**src/rtl/wb_cmd_master_if.sv**
```systemverilog
// wb_cmd_master_if
//   Bundles the command stream, the response stream and the Wishbone (B4,
//   pipelined) initiator signals of wb_cmd_master.
//   Ports / signals:
//     cmd_valid, cmd_ready, cmd_we, cmd_addr[31:0], cmd_wdata[31:0]  command stream
//     rsp_valid, rsp_ready, rsp_rdata[31:0], rsp_err                 response stream
//     o_wb_cyc, o_wb_stb, o_wb_we, o_wb_addr[31:0], o_wb_data[31:0]  bus request
//     i_wb_ack, i_wb_stall, i_wb_data[31:0]                          bus response
//   Modports: master (the initiator), slave (sequencer + responder side).
interface wb_cmd_master_if;
  logic        cmd_valid;
  logic        cmd_ready;
  logic        cmd_we;
  logic [31:0] cmd_addr;
  logic [31:0] cmd_wdata;
  logic        rsp_valid;
  logic        rsp_ready;
  logic [31:0] rsp_rdata;
  logic        rsp_err;
  logic        o_wb_cyc;
  logic        o_wb_stb;
  logic        o_wb_we;
  logic [31:0] o_wb_addr;
  logic [31:0] o_wb_data;
  logic        i_wb_ack;
  logic        i_wb_stall;
  logic [31:0] i_wb_data;

  modport master (
    input  cmd_valid, cmd_we, cmd_addr, cmd_wdata, rsp_ready,
    input  i_wb_ack, i_wb_stall, i_wb_data,
    output cmd_ready, rsp_valid, rsp_rdata, rsp_err,
    output o_wb_cyc, o_wb_stb, o_wb_we, o_wb_addr, o_wb_data
  );

  modport slave (
    output cmd_valid, cmd_we, cmd_addr, cmd_wdata, rsp_ready,
    output i_wb_ack, i_wb_stall, i_wb_data,
    input  cmd_ready, rsp_valid, rsp_rdata, rsp_err,
    input  o_wb_cyc, o_wb_stb, o_wb_we, o_wb_addr, o_wb_data
  );
endinterface

```
**src/rtl/wb_cmd_master.sv**
```systemverilog
// wb_cmd_master
//   Single-outstanding Wishbone B4 pipelined initiator. Each accepted command
//   (one 32-bit read or write) becomes one bus cycle; the result comes back on
//   the response stream. All outputs are registered.
//   Ports:
//     clk    system clock
//     reset  synchronous, active-high reset
//     bus    wb_cmd_master_if.master (command, response and Wishbone signals)
//   Parameters:
//     TIMEOUT_CYCLES  cycles spent in REQ+WAIT before the transfer is aborted
//     TIMEOUT_W       timeout counter width (TIMEOUT_CYCLES < 2**TIMEOUT_W)
//   Optional feature: define WB_MASTER_TIMEOUT_EN to enable the transfer
//   timeout. Without it REQ/WAIT wait indefinitely and rsp_err stays 0.
module wb_cmd_master #(
  parameter logic [31:0] TIMEOUT_CYCLES = 32'd255,
  parameter int          TIMEOUT_W      = 8
) (
  input logic            clk,
  input logic            reset,
  wb_cmd_master_if.master bus
);

  typedef enum logic [1:0] {
    ST_IDLE,
    ST_REQ,
    ST_WAIT,
    ST_RESP
  } state_t;

  state_t      state_reg, state_next;
  logic        cmd_ready_reg, cmd_ready_next;
  logic        rsp_valid_reg, rsp_valid_next;
  logic        rsp_err_reg, rsp_err_next;
  logic [31:0] rsp_rdata_reg, rsp_rdata_next;
  logic        cyc_reg, cyc_next;
  logic        stb_reg, stb_next;
  logic        we_reg, we_next;
  logic [31:0] addr_reg, addr_next;
  logic [31:0] data_reg, data_next;

  logic        cmd_accept;
  logic        ack_valid;
  logic        timeout_hit;

  assign cmd_accept = (state_reg == ST_IDLE) && bus.cmd_valid && cmd_ready_reg;

  // An ack only counts once the request has been taken: in WAIT, or in REQ
  // in the same cycle the responder drops stall. Acks in IDLE/RESP are stray.
  assign ack_valid = bus.i_wb_ack &&
                     ((state_reg == ST_WAIT) ||
                      ((state_reg == ST_REQ) && !bus.i_wb_stall));

`ifdef WB_MASTER_TIMEOUT_EN
  localparam logic [TIMEOUT_W-1:0] TIMEOUT_LAST = TIMEOUT_W'(TIMEOUT_CYCLES - 32'd1);

  logic [TIMEOUT_W-1:0] count_reg, count_next;
  logic                 in_xfer;

  assign in_xfer     = (state_reg == ST_REQ) || (state_reg == ST_WAIT);
  // An ack in the expiry cycle wins over the timeout.
  assign timeout_hit = in_xfer && !ack_valid && (count_reg == TIMEOUT_LAST);

  always_comb begin
    count_next = count_reg;
    if (cmd_accept) begin
      count_next = '0;
    end else if (in_xfer && !ack_valid) begin
      count_next = count_reg + TIMEOUT_W'(1);
    end
  end

  always_ff @(posedge clk) begin
    if (reset) begin
      count_reg <= '0;
    end else begin
      count_reg <= count_next;
    end
  end
`else
  assign timeout_hit = 1'b0;

  // Parameters only matter when the timeout is built in.
  logic unused_timeout_cfg;
  assign unused_timeout_cfg = (TIMEOUT_CYCLES == 32'd0) ^ (TIMEOUT_W == 0);
`endif

  always_comb begin
    state_next     = state_reg;
    cmd_ready_next = cmd_ready_reg;
    rsp_valid_next = rsp_valid_reg;
    rsp_err_next   = rsp_err_reg;
    rsp_rdata_next = rsp_rdata_reg;
    cyc_next       = cyc_reg;
    stb_next       = stb_reg;
    we_next        = we_reg;
    addr_next      = addr_reg;
    data_next      = data_reg;

    unique case (state_reg)
      ST_IDLE: begin
        if (cmd_accept) begin
          we_next        = bus.cmd_we;
          addr_next      = bus.cmd_addr;
          data_next      = bus.cmd_wdata;
          cyc_next       = 1'b1;
          stb_next       = 1'b1;
          cmd_ready_next = 1'b0;
          state_next     = ST_REQ;
        end
      end

      ST_REQ, ST_WAIT: begin
        if (ack_valid) begin
          cyc_next       = 1'b0;
          stb_next       = 1'b0;
          rsp_rdata_next = we_reg ? 32'd0 : bus.i_wb_data;
          rsp_err_next   = 1'b0;
          rsp_valid_next = 1'b1;
          state_next     = ST_RESP;
        end else if (timeout_hit) begin
          cyc_next       = 1'b0;
          stb_next       = 1'b0;
          rsp_rdata_next = 32'd0;
          rsp_err_next   = 1'b1;
          rsp_valid_next = 1'b1;
          state_next     = ST_RESP;
        end else if ((state_reg == ST_REQ) && !bus.i_wb_stall) begin
          stb_next   = 1'b0;
          state_next = ST_WAIT;
        end
      end

      ST_RESP: begin
        if (bus.rsp_ready) begin
          rsp_valid_next = 1'b0;
          cmd_ready_next = 1'b1;
          state_next     = ST_IDLE;
        end
      end

      default: begin
        state_next = ST_IDLE;
      end
    endcase
  end

  always_ff @(posedge clk) begin
    if (reset) begin
      state_reg     <= ST_IDLE;
      cmd_ready_reg <= 1'b1;
      rsp_valid_reg <= 1'b0;
      rsp_err_reg   <= 1'b0;
      rsp_rdata_reg <= 32'd0;
      cyc_reg       <= 1'b0;
      stb_reg       <= 1'b0;
      we_reg        <= 1'b0;
      addr_reg      <= 32'd0;
      data_reg      <= 32'd0;
    end else begin
      state_reg     <= state_next;
      cmd_ready_reg <= cmd_ready_next;
      rsp_valid_reg <= rsp_valid_next;
      rsp_err_reg   <= rsp_err_next;
      rsp_rdata_reg <= rsp_rdata_next;
      cyc_reg       <= cyc_next;
      stb_reg       <= stb_next;
      we_reg        <= we_next;
      addr_reg      <= addr_next;
      data_reg      <= data_next;
    end
  end

  assign bus.cmd_ready = cmd_ready_reg;
  assign bus.rsp_valid = rsp_valid_reg;
  assign bus.rsp_err   = rsp_err_reg;
  assign bus.rsp_rdata = rsp_rdata_reg;
  assign bus.o_wb_cyc  = cyc_reg;
  assign bus.o_wb_stb  = stb_reg;
  assign bus.o_wb_we   = we_reg;
  assign bus.o_wb_addr = addr_reg;
  assign bus.o_wb_data = data_reg;

endmodule

```
**src/flat_wrapper.sv**
```systemverilog
// flat-port wrapper written by rule: the top's interface ports become plain ports
module wb_cmd_master_flat 
#(
  parameter logic [31:0] TIMEOUT_CYCLES = 32'd255,
  parameter int          TIMEOUT_W      = 8
)
  (clk, reset, bus_cmd_valid, bus_cmd_we, bus_cmd_addr, bus_cmd_wdata, bus_rsp_ready, bus_i_wb_ack, bus_i_wb_stall, bus_i_wb_data, bus_cmd_ready, bus_rsp_valid, bus_rsp_rdata, bus_rsp_err, bus_o_wb_cyc, bus_o_wb_stb, bus_o_wb_we, bus_o_wb_addr, bus_o_wb_data);
  wb_cmd_master_if bus_i ();
  input logic clk;
  input logic reset;
  input wire logic [$bits(bus_i.cmd_valid)-1:0] bus_cmd_valid;
  input wire logic [$bits(bus_i.cmd_we)-1:0] bus_cmd_we;
  input wire logic [$bits(bus_i.cmd_addr)-1:0] bus_cmd_addr;
  input wire logic [$bits(bus_i.cmd_wdata)-1:0] bus_cmd_wdata;
  input wire logic [$bits(bus_i.rsp_ready)-1:0] bus_rsp_ready;
  input wire logic [$bits(bus_i.i_wb_ack)-1:0] bus_i_wb_ack;
  input wire logic [$bits(bus_i.i_wb_stall)-1:0] bus_i_wb_stall;
  input wire logic [$bits(bus_i.i_wb_data)-1:0] bus_i_wb_data;
  output wire logic [$bits(bus_i.cmd_ready)-1:0] bus_cmd_ready;
  output wire logic [$bits(bus_i.rsp_valid)-1:0] bus_rsp_valid;
  output wire logic [$bits(bus_i.rsp_rdata)-1:0] bus_rsp_rdata;
  output wire logic [$bits(bus_i.rsp_err)-1:0] bus_rsp_err;
  output wire logic [$bits(bus_i.o_wb_cyc)-1:0] bus_o_wb_cyc;
  output wire logic [$bits(bus_i.o_wb_stb)-1:0] bus_o_wb_stb;
  output wire logic [$bits(bus_i.o_wb_we)-1:0] bus_o_wb_we;
  output wire logic [$bits(bus_i.o_wb_addr)-1:0] bus_o_wb_addr;
  output wire logic [$bits(bus_i.o_wb_data)-1:0] bus_o_wb_data;
  assign bus_i.cmd_valid = bus_cmd_valid;
  assign bus_i.cmd_we = bus_cmd_we;
  assign bus_i.cmd_addr = bus_cmd_addr;
  assign bus_i.cmd_wdata = bus_cmd_wdata;
  assign bus_i.rsp_ready = bus_rsp_ready;
  assign bus_i.i_wb_ack = bus_i_wb_ack;
  assign bus_i.i_wb_stall = bus_i_wb_stall;
  assign bus_i.i_wb_data = bus_i_wb_data;
  assign bus_cmd_ready = bus_i.cmd_ready;
  assign bus_rsp_valid = bus_i.rsp_valid;
  assign bus_rsp_rdata = bus_i.rsp_rdata;
  assign bus_rsp_err = bus_i.rsp_err;
  assign bus_o_wb_cyc = bus_i.o_wb_cyc;
  assign bus_o_wb_stb = bus_i.o_wb_stb;
  assign bus_o_wb_we = bus_i.o_wb_we;
  assign bus_o_wb_addr = bus_i.o_wb_addr;
  assign bus_o_wb_data = bus_i.o_wb_data;
  wb_cmd_master #(.TIMEOUT_CYCLES(TIMEOUT_CYCLES), .TIMEOUT_W(TIMEOUT_W)) u_core (.clk(clk), .reset(reset), .bus(bus_i));
endmodule
```
**config.mk**
```make
export PLATFORM = sky130hd
export DESIGN_NAME = wb_cmd_master_flat
export DESIGN_NICKNAME = d
export VERILOG_FILES = /design/src/rtl/wb_cmd_master_if.sv /design/src/rtl/wb_cmd_master.sv /design/src/flat_wrapper.sv
export SDC_FILE = /design/constraint.sdc
export NUM_CORES = 1
export LEC_CHECK = 0
export ABC_AREA = 1
export CORE_ASPECT_RATIO = 0.5
export CORE_MARGIN = 3
export CORE_UTILIZATION = 40
export CTS_CLUSTER_SIZE = 28
export DETAILED_ROUTE_END_ITERATION = 6
export GPL_TIMING_DRIVEN = 0
export PLACE_DENSITY = 0.8
export SYNTH_ARGS = -nofsm -noshare
export SYNTH_HDL_FRONTEND = slang
export SYNTH_SLANG_ARGS = --single-unit
```
**constraint.sdc**
```tcl
create_clock -name clk -period 1.7 [get_ports clk]
set_input_delay 0.255 -clock clk [delete_from_list [all_inputs] [get_ports clk]]
set_output_delay 0.255 -clock clk [all_outputs]
set_load 0.01 [all_outputs]
```
==> impl_results.md <==
- Starting Density: 0.4252
- Max-slew violation count: 0
- Final Hold Vio Count: 0
- Clk Tree Root Cell: clkbuf_16
- First-pass GRT wire length: 19830 um
- Share of layout cells above drive strength 1: 0.1564
- Num ports: 205
- Hold Crit Class: input port to flop
- Final wirelength: 12350 um
- Crit-path cells: inv_1 -> ha_4 -> nand3_2 -> buf_4 -> buf_2 -> o21ai_0 -> a21oi_1
- Yosys cell types: 24
- Asr flop ratio synth: 0
- Detailed Routing Iterations Pass 1: 4
- Final nets: 799
- Status: finished clean
- CTS clk-pin slew, worst paths: 0.07 ns
- CTS tree: yes
- Startpoint types: flop
- FP Rows: 25
- WS Path Type: flop to flop
- Worst path top cell family by delay: buffers and inverters
- Worst-Skew Late Latency: 0.34 ns
- Die area: 11740 um^2
- Reg-to-reg endpoint: u_core.bus.o_wb_data[9]
- Initial DRC Count: 136
- Ys Warns: 0
- Dpl hpwl: 9280 um
- Die width: 150.3 um
- Yosys top cell area share: 0.4953
- Initial antenna violation count: 0
- Critical path's largest stage delay: 0.34 ns
- Mapped Cells: 479
- Critical Path RT: 1.93 ns
- Period Utilization, post-route: 0.9249
- Grt ovf: 0
- Top_reg_cell synth: dfxtp_1
- Endpoint, Worst Hold: u_core.bus.rsp_valid
- Largest area contributor in the netlist: dfxtp_1
- Part of the Yosys area used for sequential elements: 0.4953
- P&R area growth vs syn: 59.57%
- Most frequent cells in the layout: clkdlybuf4s50_1, dfxtp_1, a21oi_1, inv_1, o21ai_0
- Routed vias: 3924
- Clock Skews: 0.005444 ns
- DR WL/cell: 14.84 um
- FF-to-FF setup slack: 0.13 ns
- Leakage: 2.358 nW
- Netlist Area Pre-Place: 4163 um^2
- Syn_nets: 586
- Register-to-Register Path Depth: 7
- Final ANT Viol Nets: 0
- Max Cap Viol: 0
- Crit. End Element: flop
- Routability cong.: 0.8176
- DP Worst Slack: -0.002754 ns
- Clock buffer count from CTS: 9
- Worst EP arrival: 1.80 ns
- Post-synth EDFFs: 0
- Crit Path Max Fanout: 10
- Hold path cells: 2
- Fin crit period: 1.572 ns
- Vias per cell: 4.716
- Placed cell area: 6354 um^2
- Crit path from: u_core.state_reg[0]
- Top cells by area, synth: dfxtp_1, a21oi_1, o21ai_0, nand3_2, inv_1
- Origin of the critical flop-to-flop path: u_core.state_reg[0]
- Clk buf depth: 2
- Commonest non-fill, non-tap cell in the layout: clkdlybuf4s50_1
- Bufs and invs on worst path: 3
- Fin area: 6643 um^2
- Worst setup margin: 0.1277 ns
- Syn Area/Cell: 8.690 um^2
- Post-cts resize count: 0
- CTS H-tree depth: 3
- Vias in the first global route: 3952
- Unrepaired setup endpoints after global routing: false
- Min Hold Slack: 0.1144 ns
- IO Port Bufs: 202
- Largest net degree at the start of global routing: 17
- Hold buffers post-CTS: 0
- Setup-failing EPs final: 0
- GRT Util Overall: 0.2108
- Peak supply drop: 636.5 uV
- Max Clk Rate: 0.6360 GHz
- Slowest-stage cell, CP: dfxtp_1
- Die Ht: 78.14 um
- Core Region: 9791 um^2
- CTS sink cnt: 103
- Max-slew headroom: 0.5239
- Least-Margin Pin Slew: 0.7141 ns
- Pwr dens: 1303 nW/um^2
- Hold path start: reset
- # diodes: 0
- Post-CTS Repair Setup Buffers: 0
- Register bit count reported by yosys: 103
- Residual DRC count: 0
-- worst max path at each step --
stage	endpoint	slack, ns	cells after the start
4_1_cts	u_core.bus.o_wb_data[3]	0.03	7
2_1_floorplan	u_core.bus.rsp_rdata[11]	0.33	7
3_5_place_dp	u_core.bus.o_wb_data[3]	-0.003	6
6_report	u_core.bus.o_wb_data[9]	0.13	7
5_1_grt	u_core.bus.o_wb_we	0.003	6
3_3_place_gp	u_core.bus.o_wb_data[2]	0.06	6
-- cell type report --
class	count	area (um^2)
plain buffers	35	230.2
clock buffers	11	242.7
clock inverters	5	33.78
fillers	824	3148
inverters	75	287.8
multi-input cells	266	1595
flip-flops and latches	103	2062
well taps	135	168.9
repair buffers	202	2022
-- per-layer routing --
layer,vias up,share of wire,global-route usage
met2,103,0.51,0.3765
met1,1817,0.41,0.2413
met5,-,0,0
met4,0,0.030,0.09033
met3,29,0.049,0.05075
li1,1975,-,-
-- Yosys cell counts, types with 4 or more instances --
master    number
nand2_1       48
o21ai_0       66
nand3_2       30
dfxtp_1      103
clkbuf_1      10
a21oi_1       74
a21oi_2       30
inv_1         71
ha_1           4
buf_2         16
buf_4          4
-- cell families after synthesis --
family,synth area share
AO/OA/AOI/OAI,0.2356
adder cells (fa/ha/maj),0.01202
buffers and inverters,0.1244
flip-flops,0.4953
other,0.0009008
AND/OR/NAND/NOR,0.1316
-- worst register-to-register path, stage by stage, from the launching register on --
cell and delay (ns):
dfxtp_1 0.34, inv_1 0.16, ha_4 0.18, nand3_2 0.15
buf_4 0.22, buf_2 0.18, o21ai_0 0.18, a21oi_1 0.06
-- where the power goes --
part           total [mW]  internal (mW)  switching [mW]
Combinational        3.48           1.71            1.77
Clock                1.93           1.03           0.897
Sequential           3.24           2.96           0.282
-- stage by stage --
stage | cells | utilization | total power, mW | TNS, ns
2_1_floorplan | 479 | - | 5.015 | 0
3_3_place_gp | 816 | 0.6489 | 6.637 | 0
3_5_place_dp | 816 | 0.6489 | 6.722 | -0.002754
4_1_cts | 832 | 0.6772 | 8.670 | 0
5_1_grt | 832 | 0.6785 | 9.193 | 0
6_report | 832 | 0.6785 | 8.653 | 0
Note: power is estimated with default switching activity, not from simulation.
